[src/rtl/mem_port_arbiter.sv]
// ---------------------------------------------------------------------------
// mem_port_arbiter
//
// Shares the adding machine's single-port program/data memory between the
// CPU datapath (instruction fetch, AC store) and the host loader port
// (program load, result readback). Every access is serialised through a
// small FSM: IDLE (arbitrate) -> ISSUE (one memory strobe) -> WAIT (read
// latency) -> ACK (one-cycle completion pulse) -> IDLE.
//
// The host wins ties. A burst counter caps how many host grants in a row
// can be made while the CPU is waiting, so the CPU cannot be starved.
//
// Ports
//   clk, reset             rising-edge clock, synchronous active-low reset
//   cpu_req/we/addr/wdata  CPU request; fields held stable while req is high
//   cpu_rdata, cpu_ack     CPU read data (held until next CPU read) and ack
//   host_req/we/addr/wdata host request, same handshake as the CPU
//   host_rdata, host_ack   host read data and ack
//   mem_en/we/addr/wdata   memory strobe and fields, non-zero only in ISSUE
//   mem_rdata              memory read data, valid RD_LAT cycles after mem_en
//   busy                   high whenever an access is in flight
//   grant_host             high while the in-flight access belongs to host
// ---------------------------------------------------------------------------
module mem_port_arbiter #(
    parameter int AW             = 6,
    parameter int DW             = 8,
    parameter int RD_LAT         = 1,
    parameter int HOST_BURST_MAX = 4
) (
    input  logic          clk,
    input  logic          reset,
    input  logic          cpu_req,
    input  logic          cpu_we,
    input  logic [AW-1:0] cpu_addr,
    input  logic [DW-1:0] cpu_wdata,
    output logic [DW-1:0] cpu_rdata,
    output logic          cpu_ack,
    input  logic          host_req,
    input  logic          host_we,
    input  logic [AW-1:0] host_addr,
    input  logic [DW-1:0] host_wdata,
    output logic [DW-1:0] host_rdata,
    output logic          host_ack,
    output logic          mem_en,
    output logic          mem_we,
    output logic [AW-1:0] mem_addr,
    output logic [DW-1:0] mem_wdata,
    input  logic [DW-1:0] mem_rdata,
    output logic          busy,
    output logic          grant_host
);

    typedef enum logic [1:0] {
        IDLE,
        ISSUE,
        WAIT,
        ACK
    } state_t;

    localparam int CW = $clog2(RD_LAT + 1);
    localparam int BW = $clog2(HOST_BURST_MAX + 1);
    localparam logic [CW-1:0] LAT_LOAD    = CW'(RD_LAT);
    localparam logic [BW-1:0] BURST_LIMIT = BW'(HOST_BURST_MAX);

    state_t        state_q,     state_d;
    logic          ownerHost_q, ownerHost_d;
    logic          we_q,        we_d;
    logic [AW-1:0] addr_q,      addr_d;
    logic [DW-1:0] wdata_q,     wdata_d;
    logic [CW-1:0] waitCnt_q,   waitCnt_d;
    logic [BW-1:0] burstCnt_q,  burstCnt_d;
    logic [DW-1:0] cpuRdata_q,  cpuRdata_d;
    logic [DW-1:0] hostRdata_q, hostRdata_d;
    logic          grantHost;

    // Next-state logic. Arbitration and request capture happen only in IDLE;
    // once captured, the access runs to completion from the internal copies
    // regardless of what the requester does with its inputs.
    always_comb begin
        state_d     = state_q;
        ownerHost_d = ownerHost_q;
        we_d        = we_q;
        addr_d      = addr_q;
        wdata_d     = wdata_q;
        waitCnt_d   = waitCnt_q;
        burstCnt_d  = burstCnt_q;
        cpuRdata_d  = cpuRdata_q;
        hostRdata_d = hostRdata_q;
        grantHost   = 1'b0;

        case (state_q)
            IDLE: begin
                if (host_req || cpu_req) begin
                    // Host wins a tie unless it has already used up its
                    // allowance of consecutive grants over a waiting CPU.
                    grantHost   = host_req && (!cpu_req || (burstCnt_q != BURST_LIMIT));
                    ownerHost_d = grantHost;
                    state_d     = ISSUE;
                    if (grantHost) begin
                        we_d    = host_we;
                        addr_d  = host_addr;
                        wdata_d = host_wdata;
                        // Only host grants that actually made the CPU wait
                        // count towards the burst limit.
                        if (cpu_req) begin
                            burstCnt_d = (burstCnt_q == BURST_LIMIT) ? burstCnt_q
                                                                     : burstCnt_q + 1'b1;
                        end else begin
                            burstCnt_d = '0;
                        end
                    end else begin
                        we_d       = cpu_we;
                        addr_d     = cpu_addr;
                        wdata_d    = cpu_wdata;
                        burstCnt_d = '0;
                    end
                end
            end

            ISSUE: begin
                if (we_q) begin
                    state_d = ACK;
                end else begin
                    waitCnt_d = LAT_LOAD;
                    state_d   = WAIT;
                end
            end

            // WAIT covers the whole read latency; the last WAIT cycle is the
            // one in which mem_rdata is valid, so it is captured there and the
            // ack in the following cycle already carries the data.
            WAIT: begin
                if (waitCnt_q == CW'(1)) begin
                    if (ownerHost_q) begin
                        hostRdata_d = mem_rdata;
                    end else begin
                        cpuRdata_d = mem_rdata;
                    end
                    state_d = ACK;
                end else begin
                    waitCnt_d = waitCnt_q - 1'b1;
                end
            end

            ACK: begin
                state_d = IDLE;
            end

            default: begin
                state_d = IDLE;
            end
        endcase
    end

    // State and datapath registers. Reset aborts any in-flight access
    // without acknowledging it.
    always_ff @(posedge clk) begin
        if (!reset) begin
            state_q     <= IDLE;
            ownerHost_q <= 1'b0;
            we_q        <= 1'b0;
            addr_q      <= '0;
            wdata_q     <= '0;
            waitCnt_q   <= '0;
            burstCnt_q  <= '0;
            cpuRdata_q  <= '0;
            hostRdata_q <= '0;
        end else begin
            state_q     <= state_d;
            ownerHost_q <= ownerHost_d;
            we_q        <= we_d;
            addr_q      <= addr_d;
            wdata_q     <= wdata_d;
            waitCnt_q   <= waitCnt_d;
            burstCnt_q  <= burstCnt_d;
            cpuRdata_q  <= cpuRdata_d;
            hostRdata_q <= hostRdata_d;
        end
    end

    // The memory bus is forced to zero outside ISSUE so a stray mem_we or
    // address can never be seen by the array between accesses.
    assign mem_en     = (state_q == ISSUE);
    assign mem_we     = mem_en && we_q;
    assign mem_addr   = mem_en ? addr_q  : '0;
    assign mem_wdata  = mem_en ? wdata_q : '0;

    assign busy       = (state_q != IDLE);
    assign grant_host = busy && ownerHost_q;
    assign cpu_ack    = (state_q == ACK) && !ownerHost_q;
    assign host_ack   = (state_q == ACK) &&  ownerHost_q;
    assign cpu_rdata  = cpuRdata_q;
    assign host_rdata = hostRdata_q;

endmodule

[config.mk]
export PLATFORM = sky130hd
export DESIGN_NAME = mem_port_arbiter
export DESIGN_NICKNAME = d
export VERILOG_FILES = /design/src/rtl/mem_port_arbiter.sv
export SDC_FILE = /design/constraint.sdc
export NUM_CORES = 1
export LEC_CHECK = 0
export BUFFER_PORTS_ARGS = -buffer_cell sky130_fd_sc_hd__buf_2
export CAP_MARGIN = 20
export CORE_ASPECT_RATIO = 0.75
export CORE_MARGIN = 2
export CORE_UTILIZATION = 30
export DETAILED_ROUTE_END_ITERATION = 8
export PLACE_DENSITY_LB_ADDON = 0.15
export SLEW_MARGIN = 25
export SYNTH_ARGS = -nofsm -noshare
export SYNTH_HDL_FRONTEND = slang
export SYNTH_SLANG_ARGS = --single-unit
export TNS_END_PERCENT = 5
[constraint.sdc]
create_clock -name clk -period 1.2 [get_ports clk]
set_input_delay 0.12 -clock clk [delete_from_list [all_inputs] [get_ports clk]]
set_output_delay 0.12 -clock clk [all_outputs]
set_load 0.01 [all_outputs]
Yosys cells after proc, flatten, opt, wreduce, memory -nomap -nowiden
Cells that the tools add are included.
{"block": "op_classes", "muxes": 15, "n_addsub": 2, "n_eq_ne": 9, "bitwise": 1, "n_reduce_logical": 18}
{"operator": "$mux W8", "count": 2}
{"operator": "$mux W6", "count": 2}
{"operator": "$mux W3", "count": 3}
{"operator": "$reduce_and A3 Y1", "count": 3}
{"operator": "$pmux W2 S4", "count": 1}
{"operator": "$ne A2 B2 Y1 const B", "count": 3}
{"operator": "$ne A3 B3 Y1 const B", "count": 2}
{"operator": "$reduce_and A2 Y1", "count": 3}
{"operator": "$logic_and A1 B1 Y1", "count": 5}
{"operator": "$eq A2 B2 Y1 const B", "count": 2}
{"operator": "$mux W1", "count": 4}
{"operator": "$mux W2", "count": 2}
{"operator": "$reduce_bool A2 Y1", "count": 2}
{"operator": "$add A3 B1 Y3 const B", "count": 1}
{"operator": "$eq A3 B3 Y1 const B", "count": 1}
{"operator": "$eq A2 B1 Y1 const B", "count": 1}
{"operator": "$logic_not A1 Y1", "count": 2}
{"operator": "$logic_not A2 Y1", "count": 1}
{"operator": "$logic_or A1 B1 Y1", "count": 2}
{"operator": "$pmux W1 S2", "count": 1}
{"operator": "$not A1 Y1", "count": 1}
{"operator": "$sub A1 B1 Y1 const B", "count": 1}
{"block": "word_totals", "out_inout_bits": 36, "elab_cells": 54, "reg_bits": 38, "in_bits": 42}

Longest topological paths before layout
Gate-level depths: netlist (run 1).
{"block": "depth", "ltp_word": 5, "depth_mapped": 7, "ltp_nobuf": 5}

Worst setup path before layout (run 1)
Ideal clock, no wire load.
{"block": "synth_timing", "path_kind": "register -> register", "from": "register state_q[0]", "to": "register state_q[0]", "slack_ns": -0.183, "period_less_slack_ns": 1.383, "path_stages_with_launch": 7, "arrival_ns": 1.305, "setup_ns": 0.078, "n_path_buf": 1, "required_time_ns": 1.122, "path_cell_list": "dfxtp_1 -> inv_1 -> ha_1 -> buf_2 -> nor3b_2 -> o31a_1 -> nor3_1"}
{"block": "synth_via", "elab_chain_len": 3, "elab_cells_between_ends": 8, "classes_between": "5 x eq/ne; 1 x mux; 2 x reduce/logical"}
{"item": "from (decl)", "line_no": "65", "text": "state_t state_q, state_d;"}
{"item": "from (signal assigned)", "line_no": "169", "text": "state_q <= state_d;"}
{"item": "$eq A2 B2 Y1 / $logic_not A2 Y1 (equally long branches)", "line_no": "91", "text": "case (state_q)"}
{"item": "$ne A2 B2 Y1 (no source line)"}
{"item": "$reduce_and A2 Y1 (no source line)"}
Parallel ways exist; a longest one is shown, timed or not.
A chain may end at the register's enable or synchronous reset.

Final worst setup path (run 1)
{"block": "layout_timing", "from": "register state_q[0]", "to": "output port mem_wdata[2]"}
{"block": "layout_via", "elab_chain_len": 2}
{"item": "$eq A2 B1 Y1", "line_no": "183", "text": "assign mem_en = (state_q == ISSUE);"}
{"item": "$mux W8", "line_no": "186", "text": "assign mem_wdata = mem_en ? wdata_q : '0;"}
{"item": "to (decl)", "line_no": "47", "text": "output logic [DW-1:0] mem_wdata,"}
Every way passes these cells.

==> out/results.ini, run 1 <==
[synth]
syn_nets=254
synth_area_per_cell_um2=8.801
synth_cell_types=33
yosysSeqAreaShare_pct=41.96
synth_top_area_cell=dfxtp_1
synthTopCellsByArea=dfxtp_1 (42%), mux2i_1 (8.8%), and2_1 (5.5%), a31oi_1 (5.2%), a21oi_1 (4.7%)
yosys_register_bits=38
yosysWarnings=0
synth_edf_count=0
synth_common_cells=dfxtp_1 (38), nor2_1 (21), a21oi_1 (17)
synthArstFlopShare_pct=0
syn_area_um2=1813
synth.most_common_cell=dfxtp_1
syn_inst=206
synthFlopType=dfxtp_1
synth_top_area_share_pct=41.96

[clocking]
clock_latency_ns=0.29
clk_path_buf_depth=2
numCtsBuffers=5
clkSlewWorstSetupHoldPaths_ns=0.08
hold_buffers=0
cts_tree=built
clock-sinks=38
root_buffer=clkbuf_8
htreeDepth=2

[floorplanning]
initial_core_util_pct=31.12
die_area_um2=6688
num_rows=24
coreArea_um2=5826
die_h_um=71.33
die_w_um=93.77
num_io_pins=78

[setup_path]
crit_type=flop to primary output
required_ns=1.08
cp_common_cell=buf_6
rr_worst_depth=6
path_cells=buf_6, ha_4, buf_6, and2_4, buf_6
crit_path_end_kind=primary output
crit_path_start_kind=flop
crit_path_top_delay_cell=dfxtp_2
critical_path_arrival_ns=1.30
path_buf_inv=3
cp.depth=5
crit_path_max_incr_delay_ns=0.33
path_max_fanout=6
cp_top_family=buffers and inverters

[sta]
hold_violations=0
fin_worst_skew_ns=0.006523
fin_ws_ns=-0.2168
fmax_mhz=705.8
tns_ns=-5.923
holdWs_ns=0.08012
tightest_slew_ns=0.5242
period_minus_slack_ns=1.417
slew-limit-headroom_pct=64.92
finalSetupViolations=56
grt_setup_unrepaired=yes
final_max_slew_viol_count=0
fin_crit_sh_pct=118.1

[outcome]
violations=negative setup slack
status=finished with violations

[detailed_routing]
ant_nets=0
route.detailed.drc=0
drt_first_pass_iters=4
vias_per_cell=4.751
wl_um=4985
num_vias=1796
routedWlPerCell_um=13.19
dr.first_iter.drc_count=80

[placed_design]
port_buffers=77
dp_hpwl_um=3509
dp.cells=365
gp_congestion=0.7314
place_area_um2=2401
pre_cts_ws_ns=-0.06449

[global_routing]
antenna_found_initial=0
overflow=0
grt_pass1_vias=1661
grt_use_total_pct=15.17
grt_pass1_wl_um=7990
grt_max_degree=22

[cells_and_area]
drive_above_1_share_pct=45.00
finalNonFillerCells=378
fillCellCount=598
area_delta_synth_final_pct=50.24
diodes=0
final_area_um2=2724
num-nets-final=347

[worst_hold_path]
hold_class=input pin to flop
holdPathStages=3

[power_and_ir_drop]
power.static_leakage_nw=1.338
p_per_area_nw_per_um2=1873
ir_drop_uv=717.3

[run]
cap_violations=0

registers in the layout, indices dropped and copies added (netlist names):
| name | flops |
|---|---|
| addr_q | 6 |
| burstCnt_q | 3 |
| cpu_rdata | 8 |
| host_rdata | 8 |
| ownerHost_q | 1 |
| state_q | 2 |
| waitCnt_q | 1 |
| wdata_q | 8 |
| we_q | 1 |
final timing paths:
path / startpoint / to / slack [ns]
max: state_q[0]$_SDFFE_PN0P_ / mem_wdata[2] / -0.22
max reg2reg: state_q[1]$_SDFFE_PN0P_ / state_q[1]$_SDFFE_PN0P_ / -0.13
min: mem_rdata[4] / cpu_rdata[4]$_SDFFE_PN0P_ / 0.08
min reg2reg: cpu_rdata[5]$_SDFFE_PN0P_ / cpu_rdata[5]$_SDFFE_PN0P_ / 0.49
worst register-to-register path: cells and delay by family, from the launching register on:
kind | cells | cell delay, ns
flops | 1 | 0.38
buf+inv | 2 | 0.19
simple gates | 1 | 0.15
fa+ha+maj | 1 | 0.18
compound gates | 2 | 0.34
placed cells by master (no fill, tap or decap), types with 2 or more instances in the layout:
master	instances
clkinv_2	2
buf_6	18
o21ai_0	14
buf_12	2
nand3_2	2
dfxtp_1	36
ha_4	4
o21ai_1	16
nor2b_1	2
ha_1	2
and2_1	4
buf_2	64
inv_1	4
nor2_1	21
buf_4	15
nand2_1	3
mux2i_1	16
inv_2	2
nor3b_1	2
a21oi_1	17
a31oi_1	15
clkbuf_8	5
a32oi_1	2
o21a_1	3
and2_4	12
power by group:
part	internal [W]	switching, W
clock network	0.000612	0.000458
registers	0.00153	0.000163
logic	0.00126	0.00108
per-stage QoR:
step,power [W],utilization (%)
after floorplan,0.002873,-
after global placement,0.003526,41.22
after detailed placement,0.003552,41.22
after CTS,0.004967,45.40
after global routing,0.005479,46.76
final,0.005103,46.76
cell families (layout without fill, tap and decap cells):
kind of cell	after synthesis	after routing	synth area share [%]
adder cells (fa/ha/maj)	6	6	4.141
flip-flops	38	38	41.96
multiplexers	16	16	8.833
AND/OR/NAND/NOR	55	55	16.91
AO/OA/AOI/OAI	71	71	22.64
buffers and inverters	20	114	5.521
area by class of cell:
class	instances	area, um^2	area share [%]
tap	78	97.59	3.583
clock buffer	5	68.82	2.526
timing repair buffer	99	675.6	24.80
inverter	7	28.78	1.057
multi-input combinational	148	1047	38.45
sequential	38	765.7	28.11
clock inverter	3	40.04	1.470
per-layer routing:
layer  part of all wire, %  GRT usage, %
met5                     0             0
met4                   1.1         5.153
met3                   4.7         3.891
met1                    48         21.51
met2                    46         22.54
repair_timing:
| action | 4_1_cts | 5_1_grt |
|---|---|---|
| gates cloned | 1 | 0 |
| resized for setup | 26 | 13 |
| pin swaps | 21 | 3 |
| setup endpoints to repair | 50 | 57 |
| buffers inserted | 1 | 3 |
(Power assumes the default switching activity.)
==> run 2: changes to the inputs <==
--- a/config.mk
+++ b/config.mk
@@ -10,6 +10,7 @@
 export CORE_ASPECT_RATIO = 0.75
 export CORE_MARGIN = 2
 export CORE_UTILIZATION = 30
+export CTS_BUF_LIST = sky130_fd_sc_hd__clkbuf_4
 export DETAILED_ROUTE_END_ITERATION = 8
 export PLACE_DENSITY_LB_ADDON = 0.15
 export SLEW_MARGIN = 25
==> out/results.ini, run 2 (same netlist as run 1, synthesis figures left out) <==
[worst_hold_path]
hp-start=cpu_addr[0]
hold_class=input pin to flop

[setup_path]
path_max_fanout=6
crit_type=flop to primary output
cp_common_cell=buf_6
cp.depth=5
r2r-end=state_q[1]$_SDFFE_PN0P_
crit_path_start_kind=flop
crit_path_max_incr_delay_ns=0.35
endpoint=mem_wdata[2]
path_cells=buf_6, ha_4, buf_6, and2_4, buf_6
r2r_setup_slack_ns=-0.14
cp_top_family=buffers and inverters
crit_path_end_kind=primary output
critical_path_arrival_ns=1.37
path_buf_inv=3
crit_path_top_delay_cell=dfxtp_2
required_ns=1.08
reg2reg_from=state_q[0]$_SDFFE_PN0P_
rr_worst_depth=6
startpoint=state_q[0]$_SDFFE_PN0P_

[sta]
fin_worst_skew_ns=0.01262
hold_violations=0
fin_ws_ns=-0.2924
tns_ns=-7.491
finalSetupViolations=57
tightest_slew_ns=0.5139
slew-limit-headroom_pct=65.61
holdWs_ns=0.01417
grt_setup_unrepaired=yes
fmax_mhz=670.1
fin_crit_sh_pct=124.4
final_max_slew_viol_count=0
period_minus_slack_ns=1.492

[power_and_ir_drop]
clockPowerShare_pct=17.7
p_sw_share_pct=34.18
intPower_w=0.003226
switchingPower_w=0.001675
pwr-share-seq_pct=34.6
ir_drop_uv=718.4
power.static_leakage_nw=1.334
pwr-share-comb_pct=47.7
p_per_area_nw_per_um2=1807

[clocking]
clkSlewWorstSetupHoldPaths_ns=0.12
cts_tree=built
htreeDepth=2
numCtsBuffers=5
clock_latency_ns=0.35
clk_path_buf_depth=2
clock-sinks=38
root_buffer=clkbuf_4

[outcome]
violations=negative setup slack
status=finished with violations

[global_routing]
overflow=0
grt_pass1_wl_um=7969
grt_max_degree=22
antenna_found_initial=0
grt_pass1_vias=1675
grt_use_total_pct=15.13

[detailed_routing]
route.detailed.drc=0
drt_first_pass_iters=4
routedWlPerCell_um=13.18
wl_um=5008
ant_nets=0
vias_per_cell=4.795
num_vias=1822
dr.first_iter.drc_count=80

[cells_and_area]
final_common_cell=buf_2
drive_above_1_share_pct=44.70
area_delta_synth_final_pct=49.62
num-nets-final=349
diodes=0
final_cell_mix=buf_2 (64), dfxtp_1 (36), nor2_1 (21), buf_6 (18), a21oi_1 (17)

[floorplanning]
num_io_pins=78
die_h_um=71.33
num_rows=24
die_w_um=93.77
die_area_um2=6688
coreArea_um2=5826
initial_core_util_pct=31.12

[placed_design]
gp_congestion=0.7314
dp_hpwl_um=3509
port_buffers=77

[run]
cap_violations=0

==> run 2: cell count changes in the layout (fill, tap and decap cells not counted) <==
| cell | change |
|---|---|
| dlygate4sd3_1 | +2 |
| clkbuf_8 | -5 |
| clkbuf_4 | +5 |
==> run 2: worst min-delay path, delay by kind of cell <==
family / cells / cell delay [ns]
compound gates: 2 / 0.12
buf+inv: 1 / 0.09
==> run 2: worst min path at each step <==
| stage | to | slack (ns) | cells past startpoint |
|---|---|---|---|
| 2_1_floorplan | addr_q[0]$_SDFFE_PN0P_ | 0.26 | 2 |
| 3_3_place_gp | cpu_rdata[6]$_SDFFE_PN0P_ | 0.37 | 3 |
| 3_5_place_dp | host_rdata[6]$_SDFFE_PN0P_ | 0.37 | 3 |
| 4_1_cts | cpu_rdata[6]$_SDFFE_PN0P_ | 0.0005 | 3 |
| 5_1_grt | wdata_q[5]$_SDFFE_PN0P_ | 0.004 | 3 |
| 6_report | addr_q[0]$_SDFFE_PN0P_ | 0.01 | 3 |
==> run 2: final cells by class <==
class / count / area, um^2
multi-input cells: 148 / 1047
clock inverters: 3 / 40.04
clock buffers: 5 / 37.54
repair buffers: 101 / 695.7
well taps: 78 / 97.59
fillers: 605 / 3113
inverters: 7 / 28.78
flip-flops and latches: 38 / 765.7
==> run 2: metrics by stage <==
step                cells  utilization, %  total power [W]  setup WS (ns)  area, um^2
floorplan             206               -         0.002873       -0.06956        1846
global placement      365           41.22         0.003526       -0.07137        2401
detailed placement    365           41.22         0.003552       -0.06449        2401
CTS                   377           45.21         0.004770        -0.3184        2634
global route          380           46.56         0.005274        -0.3473        2713
finish                380           46.56         0.004901        -0.2924        2713
==> run 2: what timing repair did <==
action | CTS | global route
resized for setup | 26 | 13
pin swaps | 20 | 3
gates cloned | 1 | 0
hold buffers | 2 | 0
setup endpoints to repair | 52 | 57
buffers inserted | 1 | 3
hold endpoints to repair | 3 | 0
==> run 2: per-layer routing <==
| metal | wire [um] | track usage (%) |
|---|---|---|
| met4 | 78 | 5.636 |
| met3 | 255 | 3.575 |
| met5 | 0 | 0 |
| met1 | 2406 | 21.18 |
| met2 | 2268 | 22.78 |
==> run 2: power groups by stage <==
stage / clock, W / combinational, W / sequential [W]
2_1_floorplan: 0 / 0.00119 / 0.00168
3_3_place_gp: 0 / 0.00183 / 0.00169
3_5_place_dp: 0 / 0.00186 / 0.00169
4_1_cts: 0.000905 / 0.00217 / 0.00169
5_1_grt: 0.000958 / 0.00258 / 0.00174
6_report: 0.000866 / 0.00234 / 0.00170
==> run 3: changes to the inputs <==
--- a/config.mk
+++ b/config.mk
@@ -9,7 +9,7 @@
 export CAP_MARGIN = 20
 export CORE_ASPECT_RATIO = 0.75
 export CORE_MARGIN = 2
-export CORE_UTILIZATION = 30
+export CORE_UTILIZATION = 44
 export CTS_BUF_LIST = sky130_fd_sc_hd__clkbuf_4
 export DETAILED_ROUTE_END_ITERATION = 8
 export PLACE_DENSITY_LB_ADDON = 0.15
==> out/results.ini, run 3 (same netlist as run 1, synthesis figures left out) <==
[outcome]
status=finished with violations
violations=negative setup slack

[clocking]
clk_path_buf_depth=2
clock-sinks=38
cts_tree=built
root_buffer=clkbuf_4
htreeDepth=2
clkSlewWorstSetupHoldPaths_ns=0.12
numCtsBuffers=5
clock_latency_ns=0.34

[cells_and_area]
area_delta_synth_final_pct=49.62
drive_above_1_share_pct=46.49
final_common_cell=buf_2
num-nets-final=346
finalNonFillerCells=354
fillCellCount=345
final_area_um2=2713
diodes=0
final_cell_mix=buf_2 (64), dfxtp_1 (35), nor2_1 (21), o21ai_1 (18), a21oi_1 (17)

[global_routing]
overflow=0
grt_max_degree=22
grt_pass1_vias=1587
grt_use_total_pct=20.64
antenna_found_initial=0
grt_pass1_wl_um=7479

[sta]
final_max_slew_viol_count=0
fin_ws_ns=-0.2798
grt_setup_unrepaired=yes
fin_worst_skew_ns=0.007713
fin_crit_sh_pct=123.3
period_minus_slack_ns=1.480
slew-limit-headroom_pct=64.58
tightest_slew_ns=0.5292
finalSetupViolations=52
hold_violations=0
fmax_mhz=675.8

[floorplanning]
coreArea_um2=4004
initial_core_util_pct=45.28
die_w_um=78.12
die_area_um2=4655
num_rows=20
die_h_um=59.59
num_io_pins=78

[placed_design]
dp.cells=341
gp_congestion=0.7606
port_buffers=77
place_area_um2=2365
dp_hpwl_um=3074

[setup_path]
reg2reg_from=state_q[0]$_SDFFE_PN0P_
crit_type=flop to primary output
required_ns=1.08
startpoint=state_q[0]$_SDFFE_PN0P_
crit_path_start_kind=flop
crit_path_end_kind=primary output
critical_path_arrival_ns=1.36
path_max_fanout=8

[worst_hold_path]
hp-start=mem_rdata[1]
hold_class=input pin to flop

[power_and_ir_drop]
p_per_area_nw_per_um2=1903
ir_drop_uv=887.0
power.static_leakage_nw=1.331

[detailed_routing]
num_vias=1823
drt_first_pass_iters=4
wl_um=4746
dr.first_iter.drc_count=71
routedWlPerCell_um=13.41
route.detailed.drc=0
vias_per_cell=5.150
ant_nets=0

[run]
cap_violations=0

## run 3: cell count changes in the layout (fill, tap and decap cells not counted), moves of 2 or more
cell / delta
o21ai_0: -2
inv_2: +2
o21ai_1: +2
inv_1: -2
buf_6: -2
clkinv_2: -2
## run 3: through the flow
step                      hold WS [ns]  power [W]  worst slack [ns]  util (%)  setup TNS (ns)
after detailed placement        0.3747   0.003509          -0.09639     59.06          -1.754
after global routing       -0.00001185   0.005499           -0.3388     67.75          -10.86
after floorplan                 0.2584   0.002873          -0.06956         -         -0.8108
after global placement          0.3660   0.003488          -0.05316     59.06          -1.086
after CTS                     0.004705   0.004933           -0.2847     65.28          -5.733
final                          0.01259   0.005161           -0.2798     67.75          -7.375
## run 3: path summary, 6_finish.rpt
check                               end  slack [ns]  cells after the start
max                         mem_addr[5]       -0.28                      5
min           cpu_rdata[1]$_SDFFE_PN0P_        0.01                      3
max reg2reg     state_q[0]$_SDFFE_PN0P_       -0.15                      6
min reg2reg  host_rdata[0]$_SDFFE_PN0P_        0.50                      2
## run 3: layout make-up
class / count / area [um^2] / area share [%]
Multi-Input combinational cell: 148 / 1076 / 39.67
Tap cell: 55 / 68.82 / 2.537
Timing Repair Buffer: 98 / 670.6 / 24.72
Inverter: 7 / 28.78 / 1.061
Clock buffer: 5 / 37.54 / 1.384
Sequential cell: 38 / 767.0 / 28.27
Clock inverter: 3 / 63.81 / 2.352
## run 3: critical path, cell delays in order (launching register included)
cell	delay, ns
dfxtp_2	0.34
buf_6	0.12
ha_4	0.17
buf_8	0.14
and2_4	0.14
buf_6	0.11
## run 3: repair_timing
item	in CTS	in global routing
resized for setup	29	21
setup endpoints to repair	55	57
gates cloned	1	0
setup buffers	2	1
hold buffers	0	1
endpoints found under the hold margin	0	1
pin swaps	19	7
## run 3: layer usage
layer	routed length, um	global-route usage, %	part of all wire, %
met1	2148	28.09	45
met2	2154	31.53	45
met3	407	7.774	8.6
met4	36	4.511	0.76
met5	0	0	0
## run 3: where the power goes
group	switching [W]	leakage [nW]	internal, W
Combinational	0.00113	0.966	0.00126
Clock	0.000421	0.0528	0.000642
Sequential	0.000181	0.312	0.00154
Total	0.00173	1.33	0.00343
